**src/rtl/led_matrix_scan_pwm_pkg.sv**
```systemverilog
// rtl/led_matrix_scan_pwm_pkg.sv - shared scan states, geometry helpers and frame pixel indexing
package led_matrix_pkg;

   typedef enum logic [1:0] {
      IDLE   = 2'd0,
      BLANK  = 2'd1,
      ACTIVE = 2'd2
   } scan_state_t;

   // Geometry of the default board build.
   localparam int DEFAULT_ROWS = 8;
   localparam int DEFAULT_BPP  = 2;
   localparam int PWM_SLOTS    = (1 << DEFAULT_BPP) - 1;
   localparam int ROW_W        = $clog2(DEFAULT_ROWS);

   // Upper bounds accepted by pixel_at; frames are zero-extended to this width.
   localparam int MAX_FRAME_W = 4096;
   localparam int MAX_BPP     = 8;

   // Number of PWM slots per row for a given intensity depth.
   function automatic int pwm_slots_of(input int bpp);
      return (1 << bpp) - 1;
   endfunction

   // Bits needed to count 0..n-1, never less than one.
   function automatic int width_of(input int n);
      return (n <= 1) ? 1 : $clog2(n);
   endfunction

   // Intensity of pixel [r][c] in a flattened frame, right-aligned.
   function automatic logic [MAX_BPP-1:0] pixel_at(input logic [MAX_FRAME_W-1:0] frame,
                                                   input int r,
                                                   input int c,
                                                   input int cols,
                                                   input int bpp);
      logic [MAX_BPP-1:0] mask;
      mask = (MAX_BPP'(1) << bpp) - MAX_BPP'(1);
      return MAX_BPP'(frame >> ((r * cols + c) * bpp)) & mask;
   endfunction

endpackage

```
**src/rtl/led_matrix_scan_pwm_if.sv**
```systemverilog
// rtl/led_matrix_scan_pwm_if.sv - frame hand-over bus between render logic and the matrix driver
interface led_matrix_if #(
   parameter int ROWS = 8,
   parameter int COLS = 8,
   parameter int BPP  = 2
);
   logic [ROWS*COLS*BPP-1:0] red_frame;
   logic [ROWS*COLS*BPP-1:0] green_frame;
   logic                     swap_req;
   logic                     swap_ack;

   // Render logic side: offers a frame and requests a swap.
   modport master (
      output red_frame,
      output green_frame,
      output swap_req,
      input  swap_ack
   );

   // Matrix driver side: captures the frame at a frame boundary.
   modport slave (
      input  red_frame,
      input  green_frame,
      input  swap_req,
      output swap_ack
   );
endinterface

```
**src/rtl/led_matrix_scan_pwm_row_compare.sv**
```systemverilog
// rtl/led_matrix_scan_pwm_row_compare.sv - per-column PWM threshold compare for one colour of one row
module led_pwm_row_compare #(
   parameter int COLS = 8,
   parameter int BPP  = 2
) (
   input  logic [COLS*BPP-1:0] intensity,
   input  logic [BPP-1:0]      pwm_p,
   output logic [COLS-1:0]     lit
);

   // A column is lit while its intensity exceeds the current PWM step.
   always_comb begin
      lit = '0;
      for (int c = 0; c < COLS; c++) begin
         lit[c] = (intensity[c*BPP +: BPP] > pwm_p);
      end
   end

endmodule

```
**src/rtl/led_matrix_scan_pwm.sv**
```systemverilog
// rtl/led_matrix_scan_pwm.sv - row-scanned bicolour LED matrix driver with PWM, blanking and double-buffered frames
module led_matrix_scan_pwm
   import led_matrix_pkg::*;
#(
   parameter int ROWS           = 8,
   parameter int COLS           = 8,
   parameter int BPP            = 2,
   parameter int SLOT_CLKS      = 4,
   parameter int BLANK_CLKS     = 2,
   parameter bit ROW_ACTIVE_LOW = 1'b1,
   parameter bit COL_ACTIVE_LOW = 1'b0
) (
   input  logic                    clk,
   input  logic                    reset,
   input  logic                    enable,
   led_matrix_if.slave             frame_bus,
   output logic                    frame_start,
   output logic [$clog2(ROWS)-1:0] row_idx,
   output logic [COLS-1:0]         red_driver,
   output logic [COLS-1:0]         green_driver,
   output logic [ROWS-1:0]         row_sink
);

   localparam int SLOTS    = pwm_slots_of(BPP);
   localparam int ROW_BITS = $clog2(ROWS);
   localparam int CNT_W    = width_of((SLOT_CLKS > BLANK_CLKS) ? SLOT_CLKS : BLANK_CLKS);
   localparam int FRAME_W  = ROWS * COLS * BPP;

   localparam logic [ROW_BITS-1:0] ROW_LAST   = ROW_BITS'(ROWS - 1);
   localparam logic [CNT_W-1:0]    BLANK_LAST = CNT_W'(BLANK_CLKS - 1);
   localparam logic [CNT_W-1:0]    SLOT_LAST  = CNT_W'(SLOT_CLKS - 1);
   localparam logic [BPP-1:0]      P_LAST     = BPP'(SLOTS - 1);

   // Dark levels; XOR with these also applies the active polarity to lit bits.
   localparam logic [COLS-1:0] COL_OFF = COL_ACTIVE_LOW ? {COLS{1'b1}} : {COLS{1'b0}};
   localparam logic [ROWS-1:0] ROW_OFF = ROW_ACTIVE_LOW ? {ROWS{1'b1}} : {ROWS{1'b0}};

   scan_state_t         state, state_nx;
   logic [ROW_BITS-1:0] row, row_nx;
   logic [CNT_W-1:0]    cnt, cnt_nx;
   logic [BPP-1:0]      pwm_p, p_nx;

   logic               boundary;
   logic               swap_take;
   logic               pending;
   logic [FRAME_W-1:0] shadow_red;
   logic [FRAME_W-1:0] shadow_green;

   logic [COLS*BPP-1:0] row_red;
   logic [COLS*BPP-1:0] row_green;
   logic [COLS-1:0]     lit_red;
   logic [COLS-1:0]     lit_green;
   logic [ROWS-1:0]     row_sel;

   // Scan state and counters advance every clock.
   always_ff @(posedge clk) begin
      if (reset) begin
         state <= BLANK;
         row   <= '0;
         cnt   <= '0;
         pwm_p <= '0;
      end else begin
         state <= state_nx;
         row   <= row_nx;
         cnt   <= cnt_nx;
         pwm_p <= p_nx;
      end
   end

   // Next scan position: blank interval, PWM slots, then the following row.
   always_comb begin
      state_nx = state;
      row_nx   = row;
      cnt_nx   = cnt;
      p_nx     = pwm_p;
      unique case (state)
         IDLE: begin
            row_nx = '0;
            cnt_nx = '0;
            p_nx   = '0;
            if (enable) begin
               state_nx = BLANK;
            end
         end
         BLANK: begin
            if (!enable) begin
               state_nx = IDLE;
               row_nx   = '0;
               cnt_nx   = '0;
               p_nx     = '0;
            end else if (cnt == BLANK_LAST) begin
               state_nx = ACTIVE;
               cnt_nx   = '0;
               p_nx     = '0;
            end else begin
               cnt_nx = cnt + CNT_W'(1);
            end
         end
         ACTIVE: begin
            if (!enable) begin
               state_nx = IDLE;
               row_nx   = '0;
               cnt_nx   = '0;
               p_nx     = '0;
            end else if (cnt != SLOT_LAST) begin
               cnt_nx = cnt + CNT_W'(1);
            end else begin
               cnt_nx = '0;
               if (pwm_p != P_LAST) begin
                  p_nx = pwm_p + BPP'(1);
               end else begin
                  state_nx = BLANK;
                  p_nx     = '0;
                  row_nx   = (row == ROW_LAST) ? '0 : row + ROW_BITS'(1);
               end
            end
         end
         default: begin
            state_nx = BLANK;
            row_nx   = '0;
            cnt_nx   = '0;
            p_nx     = '0;
         end
      endcase
   end

   // The first blank cycle of row 0 is the only place a new frame may be taken.
   assign boundary  = (state == BLANK) && (row == '0) && (cnt == '0) && enable;
   assign swap_take = boundary && (pending || frame_bus.swap_req);

   assign frame_start        = boundary;
   assign frame_bus.swap_ack = swap_take;
   assign row_idx            = row;

   // Shadow frames and the outstanding swap request.
   always_ff @(posedge clk) begin
      if (reset) begin
         pending      <= 1'b0;
         shadow_red   <= '0;
         shadow_green <= '0;
      end else if (swap_take) begin
         pending      <= 1'b0;
         shadow_red   <= frame_bus.red_frame;
         shadow_green <= frame_bus.green_frame;
      end else if (frame_bus.swap_req) begin
         pending <= 1'b1;
      end
   end

   // Gather the intensities of the row being scanned from the shadow frames.
   always_comb begin
      row_red   = '0;
      row_green = '0;
      for (int c = 0; c < COLS; c++) begin
         row_red[c*BPP +: BPP]   = BPP'(pixel_at(MAX_FRAME_W'(shadow_red), int'(row), c, COLS, BPP));
         row_green[c*BPP +: BPP] = BPP'(pixel_at(MAX_FRAME_W'(shadow_green), int'(row), c, COLS, BPP));
      end
   end

   led_pwm_row_compare #(
      .COLS (COLS),
      .BPP  (BPP)
   ) u_cmp_red (
      .intensity (row_red),
      .pwm_p     (pwm_p),
      .lit       (lit_red)
   );

   led_pwm_row_compare #(
      .COLS (COLS),
      .BPP  (BPP)
   ) u_cmp_green (
      .intensity (row_green),
      .pwm_p     (pwm_p),
      .lit       (lit_green)
   );

   assign row_sel = ROWS'(1) << row;

   // Drivers and row select are registered together so they always switch on the same edge.
   always_ff @(posedge clk) begin
      if (reset) begin
         red_driver   <= COL_OFF;
         green_driver <= COL_OFF;
         row_sink     <= ROW_OFF;
      end else if (state == ACTIVE) begin
         red_driver   <= lit_red ^ COL_OFF;
         green_driver <= lit_green ^ COL_OFF;
         row_sink     <= row_sel ^ ROW_OFF;
      end else begin
         red_driver   <= COL_OFF;
         green_driver <= COL_OFF;
         row_sink     <= ROW_OFF;
      end
   end

endmodule
```
**src/flat_wrapper.sv**
```systemverilog
// flat-port wrapper written by rule: the top's interface ports become plain ports
module led_matrix_scan_pwm_flat import led_matrix_pkg::*;
#(
   parameter int ROWS           = 8,
   parameter int COLS           = 8,
   parameter int BPP            = 2,
   parameter int SLOT_CLKS      = 4,
   parameter int BLANK_CLKS     = 2,
   parameter bit ROW_ACTIVE_LOW = 1'b1,
   parameter bit COL_ACTIVE_LOW = 1'b0
)
  (clk, reset, enable, frame_start, row_idx, red_driver, green_driver, row_sink, frame_bus_red_frame, frame_bus_green_frame, frame_bus_swap_req, frame_bus_swap_ack);
  led_matrix_if #(.ROWS(ROWS), .COLS(COLS), .BPP(BPP)) frame_bus_i ();
  input  logic clk;
  input  logic reset;
  input  logic enable;
  output logic frame_start;
  output logic [$clog2(ROWS)-1:0] row_idx;
  output logic [COLS-1:0] red_driver;
  output logic [COLS-1:0] green_driver;
  output logic [ROWS-1:0] row_sink;
  input wire logic [$bits(frame_bus_i.red_frame)-1:0] frame_bus_red_frame;
  input wire logic [$bits(frame_bus_i.green_frame)-1:0] frame_bus_green_frame;
  input wire logic [$bits(frame_bus_i.swap_req)-1:0] frame_bus_swap_req;
  output wire logic [$bits(frame_bus_i.swap_ack)-1:0] frame_bus_swap_ack;
  assign frame_bus_i.red_frame = frame_bus_red_frame;
  assign frame_bus_i.green_frame = frame_bus_green_frame;
  assign frame_bus_i.swap_req = frame_bus_swap_req;
  assign frame_bus_swap_ack = frame_bus_i.swap_ack;
  led_matrix_scan_pwm #(.ROWS(ROWS), .COLS(COLS), .BPP(BPP), .SLOT_CLKS(SLOT_CLKS), .BLANK_CLKS(BLANK_CLKS), .ROW_ACTIVE_LOW(ROW_ACTIVE_LOW), .COL_ACTIVE_LOW(COL_ACTIVE_LOW)) u_core (.clk(clk), .reset(reset), .enable(enable), .frame_bus(frame_bus_i), .frame_start(frame_start), .row_idx(row_idx), .red_driver(red_driver), .green_driver(green_driver), .row_sink(row_sink));
endmodule
```
**config.mk**
```make
export PLATFORM = sky130hd
export DESIGN_NAME = led_matrix_scan_pwm_flat
export DESIGN_NICKNAME = d
export VERILOG_FILES = /design/src/rtl/led_matrix_scan_pwm_pkg.sv /design/src/rtl/led_matrix_scan_pwm_if.sv /design/src/rtl/led_matrix_scan_pwm_row_compare.sv /design/src/rtl/led_matrix_scan_pwm.sv /design/src/flat_wrapper.sv
export SDC_FILE = /design/constraint.sdc
export NUM_CORES = 1
export LEC_CHECK = 0
export CAP_MARGIN = 20
export CORE_ASPECT_RATIO = 1.2
export CORE_MARGIN = 2
export CORE_UTILIZATION = 56
export DETAILED_ROUTE_END_ITERATION = 10
export GPL_TIMING_DRIVEN = 0
export PLACE_DENSITY = 0.95
export RECOVER_POWER = 25
export SLEW_MARGIN = 40
export SYNTH_ARGS = -nofsm -noshare
export SYNTH_HDL_FRONTEND = slang
export SYNTH_SLANG_ARGS = --single-unit
```
**constraint.sdc**
```tcl
create_clock -name clk -period 5 [get_ports clk]
set_clock_uncertainty 0.15 [all_clocks]
set_input_delay 1 -clock clk [delete_from_list [all_inputs] [get_ports clk]]
set_output_delay 1 -clock clk [all_outputs]
set_load 0.02 [all_outputs]
```
# [Yosys cells after proc, flatten, opt, wreduce, memory -nomap -nowiden]
# Index checks and enable logic that the tools add are counted.
[totals] input_bits=260 latchBits=0 word_cells=103 ramBits=0 register_bits=290 memories=0 rom_bits=0
[classes] n_bitwise=2 n_reduce_logical=13 addsub=10 n_shift=17 order_cmp=16 eq_ne=11 div=0 muxes=24 n_mul=0
[ops] operator="128-bit by 32-bit right shift with 2-bit output" count=14
[ops] operator="128-bit by 7-bit right shift with 2-bit output" count=2
[ops] operator="2-bit > comparator" count=16
[ops] operator="2-bit 2-to-1 mux" count=15
[ops] operator="6-bit by 3-bit adder with 7-bit output (second input constant)" count=4
[ops] operator="3-bit 2-to-1 mux" count=5
[ops] operator="6-bit by 2-bit adder with 7-bit output (second input constant)" count=2
[ops] operator="2-bit inequality test (second input constant)" count=4
[ops] operator="8-bit NOT" count=1
[ops] operator="2-bit one-hot mux with 2 select lines" count=2
[ops] operator="1-bit by 3-bit left shift with 8-bit output (first input constant)" count=1
[ops] operator="6-bit by 1-bit adder with 7-bit output (second input constant)" count=1
[ops] operator="3-bit inequality test (second input constant)" count=2
[ops] operator="2-bit one-hot mux with 3 select lines" count=1
[ops] operator="3-bit one-hot mux with 2 select lines" count=1
[ops] operator="2-bit by 1-bit adder with 2-bit output (second input constant)" count=2
[ops] operator="2-bit by 1-bit equality test with 1-bit output (second input constant)" count=2
[ops] operator="1-bit logical AND" count=4
[ops] operator="2-bit zero test" count=2
[ops] operator="4-bit AND reduction" count=1
[ops] operator="2-bit OR reduction" count=2
[ops] operator="3-bit by 1-bit adder with 3-bit output (second input constant)" count=1
[ops] operator="3-bit equality test (second input constant)" count=1
[ops] operator="3-bit zero test" count=1
[ops] operator="6 further kinds" count=6

# [Longest topological paths before layout]
# Gate-level depths: netlist of the first run.
[depth] word_depth=6 ltp_mapped=12 depth_no_buf=7

# [Hierarchy]
# Synthesis of the first run repeated with hierarchy kept, for this count alone.
[hier_totals] cells_unflattened=1506 area_unflattened_um2=15577.4
[modules_own_cells] mod="led_matrix_scan_pwm" area_each_um2=14869.3 seq_area_each_um2=5805.6 cells_each=1424 n_inst=1
[modules_own_cells] mod="led_pwm_row_compare" area_each_um2=354.1 seq_area_each_um2=0.0 cells_each=41 n_inst=2

# [Worst setup path before layout of the first run]
# Ideal clock, no wire load.
[synth_timing] path_kind="flip-flop to output port" from="reg u_core.row[1], in the netlist u_core.row_idx[1]" to="out frame_bus_swap_ack" setup_slack_ns=1.718 arrival_time_ns=2.132 path_buffers=4 path_stages_with_launch=10 cell_sequence="dfxtp_1 clkbuf_1 clkbuf_1 inv_1 ha_1 nand2_1 or4_1 buf_2 inv_6 buf_2"
[synth_between] elab_chain_cells=5
[synth_rtl] item="start, declared" line="led_matrix_scan_pwm.sv:39" text="logic [ROW_BITS-1:0] row, row_nx;"
[synth_rtl] item="start signal, assigned" line="led_matrix_scan_pwm.sv:64" text="row <= row_nx;"
[synth_rtl] item="3-bit zero test" line="led_matrix_scan_pwm.sv:128" text="assign boundary = (state == BLANK) && (row == '0) && (cnt == '0) && enable;"
[synth_rtl] item="1-bit logical AND (3 in series)" line="led_matrix_scan_pwm.sv:128"
[synth_rtl] item="1-bit logical AND" line="led_matrix_scan_pwm.sv:129" text="assign swap_take = boundary && (pending || frame_bus.swap_req);"
[synth_rtl] item="end, declared" line="flat_wrapper.sv:25" text="output wire logic [$bits(frame_bus_i.swap_ack)-1:0] frame_bus_swap_ack;"
# Every way passes these cells.

# [Worst setup path in the final report of the first run]
# Ends and elaborated chain as after synthesis.

==> impl_metrics.ini, run 1 <==
[final_layout]
drive_above_1_share = 0.2820
fin_area_mm2 = 0.01804
area_growth_pct = 30.51
fin_util = 0.7358
layout.nets = 2069
nFillCells = 1578

[synth]
netlist_area_mm2 = 0.01382
ys_ff_latch = 290
yosysUniqueCellTypes = 35
synth_commonest_cells = 414 x nand2_1, 290 x dfxtp_1, 180 x a21oi_2
yosysMostFrequentCell = nand2_1
synth_top_cells_by_area = dfxtp_1 42%, a21oi_2 11%, nand2_1 11%, mux4_2 10%, nand2_2 7.0%
synth_top_cell_by_area = dfxtp_1
syn_nets = 1752
yosysWarnings = 0
synthFlopType = dfxtp_1
synth_edf_count = 0
synth_top_cell_area_share = 0.4200
synth-async-reset-ratio = 0
synth_cells = 1447
synth_area_per_cell_um2 = 9.552
yosysSeqAreaShare = 0.4200

[placement]
dp_hpwl_um = 33490
placed_area_mm2 = 0.01710
post-place-ws_ns = 0.4886
io_buffers = 287
gp_congestion = 0.9396

[critical_path]
path_buf_inv = 7
critPathTopFamily = buffers and inverters
crit_top_cell = buf_2
worstPathMaxFanout = 10
cp-start-kind = register
end_kind = output pin
critical_path_class = reg2out
worstPathArrival_ns = 3.72
critical_path.max_stage_delay_ns = 0.65
worstPathRequired_ns = 3.85
cp_cell_sequence = clkbuf_1 > buf_2 > inv_1 > ha_1 > nand2_1 > or4_1 > buf_2 > inv_6 > buf_2 > clkdlybuf4s50_1
cpMaxStageDelayCell = clkdlybuf4s50_1

[sta]
hold_violations = 0
final_max_slew_viol_count = 0
min_period_over_period = 0.9736
setup_slack_ns = 0.1319
period_needed_ns = 4.868
max_freq_mhz = 205.4
rsz0062_at_grt = false
slew_headroom = 0.3208
worstMarginPinSlew_ns = 1.019
final-setup-viol-count = 0
setup_tns_ns = 0

[worst_hold_path]
hold_class = reg2reg

[floorplanning]
die_height_um = 176.1
start_util = 0.5638
dieArea_mm2 = 0.02596
fp.coreArea_mm2 = 0.02451
chipWidth_um = 147.4
rows = 63
io_pins = 289

[cts]
cts_sinks = 290
cts-root-buf = clkbuf_16
cts_buffers = 28
h-tree-depth = 1
cts_tree = done
clk_pin_slew_ns = 0.06
ctsLongestPathBuffers = 3
post_cts_buffers = 0
clock_latency_ns = 0.55
hold_buffers = 0

[route]
drt_wl_total_um = 44550
drt-initial-drc-count = 1085
routed_via_density = 5.763
drc = 0
first_pass_iters = 5
wl_per_cell_um = 21.12
vias = 12160
drtAntennaViolNets = 0

[grt]
grt_max_degree = 22
grt.overflow.total = 0
grt_first_pass_wirelength_um = 66640
first_global_vias = 12660
antenna_found_initial = 1
grt_usage = 0.3342

[run]
drv_cap = 0

[pwr]
powerDensity_mw_per_mm2 = 385.7
ir_drop_uv = 253.7
power_leakage_uw = 0.006361

[run_status]
outcome = finished, final reports clean
==> flip-flops by register name, summed over array words and instances (netlist names) <==
register / flops
u_core.red_driver: 8
u_core.row_idx: 3
u_core.green_driver: 8
u_core.pwm_p: 2
u_core.row_sink: 8
u_core.shadow_red: 128
u_core.pending: 1
u_core.state: 2
u_core.cnt: 2
u_core.shadow_green: 128
==> path summary, 6_finish.rpt <==
kind | start | slack, ns | depth (start not counted) | end
worst max register to register | u_core.row_idx[1]$_SDFFE_PP0P_ | 1.42 | 11 | u_core.shadow_green[16]$_SDFFE_PP0P_
worst min-delay path | u_core.shadow_red[52]$_SDFFE_PP0P_ | 0.31 | 2 | u_core.shadow_red[52]$_SDFFE_PP0P_
worst min register to register | u_core.shadow_red[52]$_SDFFE_PP0P_ | 0.31 | 2 | u_core.shadow_red[52]$_SDFFE_PP0P_
worst max-delay path | u_core.row_idx[1]$_SDFFE_PP0P_ | 0.13 | 10 | frame_bus_swap_ack
==> power breakdown <==
| part | switching [µW] | internal (µW) |
|---|---|---|
| sequential | 192 | 2620 |
| combinational | 1100 | 869 |
| clock | 905 | 1270 |
| total | 2200 | 4760 |
==> through the flow <==
step	cells	hold slack, ns	total power [µW]
floorplan	1447	0.2831	4088
global placement	2059	0.2890	4676
detailed placement	2059	0.2972	4759
global route	2110	0.3256	7172
finish	2110	0.3070	6957
CTS	2109	0.3074	6905
==> per-layer routing <==
metal,track usage,wire (µm)
met1,0.3713,15250
met2,0.5781,22020
met3,0.04729,3422
met4,0.2584,3860
met5,0,0
==> placed cells by master, fill, tap and decap left out, types with 2 or more instances in the layout <==
cell and count:
clkbuf_1 57, clkdlybuf4s50_1 259, buf_12 17, mux4_2 64
nor3_1 3, bufinv_16 3, a211o_1 2, nand3_1 3
clkbuf_8 4, a21oi_1 93, a21oi_2 180, buf_8 3
nor4b_1 4, nand2_2 155, clkbuf_2 2, dlygate4sd3_1 28
a211oi_1 16, ha_1 45, nand2b_1 2, buf_6 6
inv_1 25, mux2i_1 19, o21ai_0 2, nand2_1 414
buf_2 32, clkinv_2 5, dfxtp_1 289, nor2_1 7
nor2b_1 4, clkbuf_16 29, a22oi_1 2
==> repair_timing <==
action / in CTS / in global routing
gates resized for setup: 1 / 1
cloned: 0 / 0
endpoints found under the setup margin: 1 / 1
==> cell type report <==
cell class	count	area [µm²]	share of cell area
diodes	1	2.502	0.0001387
well taps	325	406.6	0.02254
inverters	26	102.6	0.005688
flip-flops and latches	290	5807	0.3219
clock inverters	9	122.6	0.006798
multi-input cells	1022	7107	0.3940
repair buffers	287	2873	0.1593
plain buffers	109	807.0	0.04474
clock buffers	41	810.8	0.04495
==> tightest hold or removal path, cell delays in order, from the launching register on <==
cell,delay [ns]
dfxtp_1,0.31
nand2_1,0.05
a21oi_1,0.05
==> kinds of logic (layout without fill, tap and decap cells) <==
family,after synthesis,in the layout,synth area share
AO/OA/AOI/OAI,299,299,0.1619
buffers and inverters,135,472,0.06581
other,0,1,0
multiplexers,83,83,0.1180
flip-flops,290,290,0.4200
adder cells (fa/ha/maj),45,45,0.04074
AND/OR/NAND/NOR,595,595,0.1935
No activity file was read; power rests on OpenSTA's default activity.
==> run 2, diff against run 1 <==
==> constraint.sdc (replaced) <==
create_clock -name clk -period 5 [get_ports clk]
set_clock_uncertainty 0.15 [all_clocks]
set_input_delay 1 -clock clk [delete_from_list [all_inputs] [get_ports clk]]
set_output_delay 1 -clock clk [all_outputs]
set_load 0.01 [all_outputs]
==> results of run 2 <==
The final DEF is identical to that of run 1. Status: finished, final reports clean.
Among the figures that moved: setup slack after placement 0.4886 ns -> 0.5564 ns; number of gates resized after CTS 1 -> 0; setup slack after layout 0.1319 ns -> 0.1997 ns; total power 6957 µW -> 6952 µW
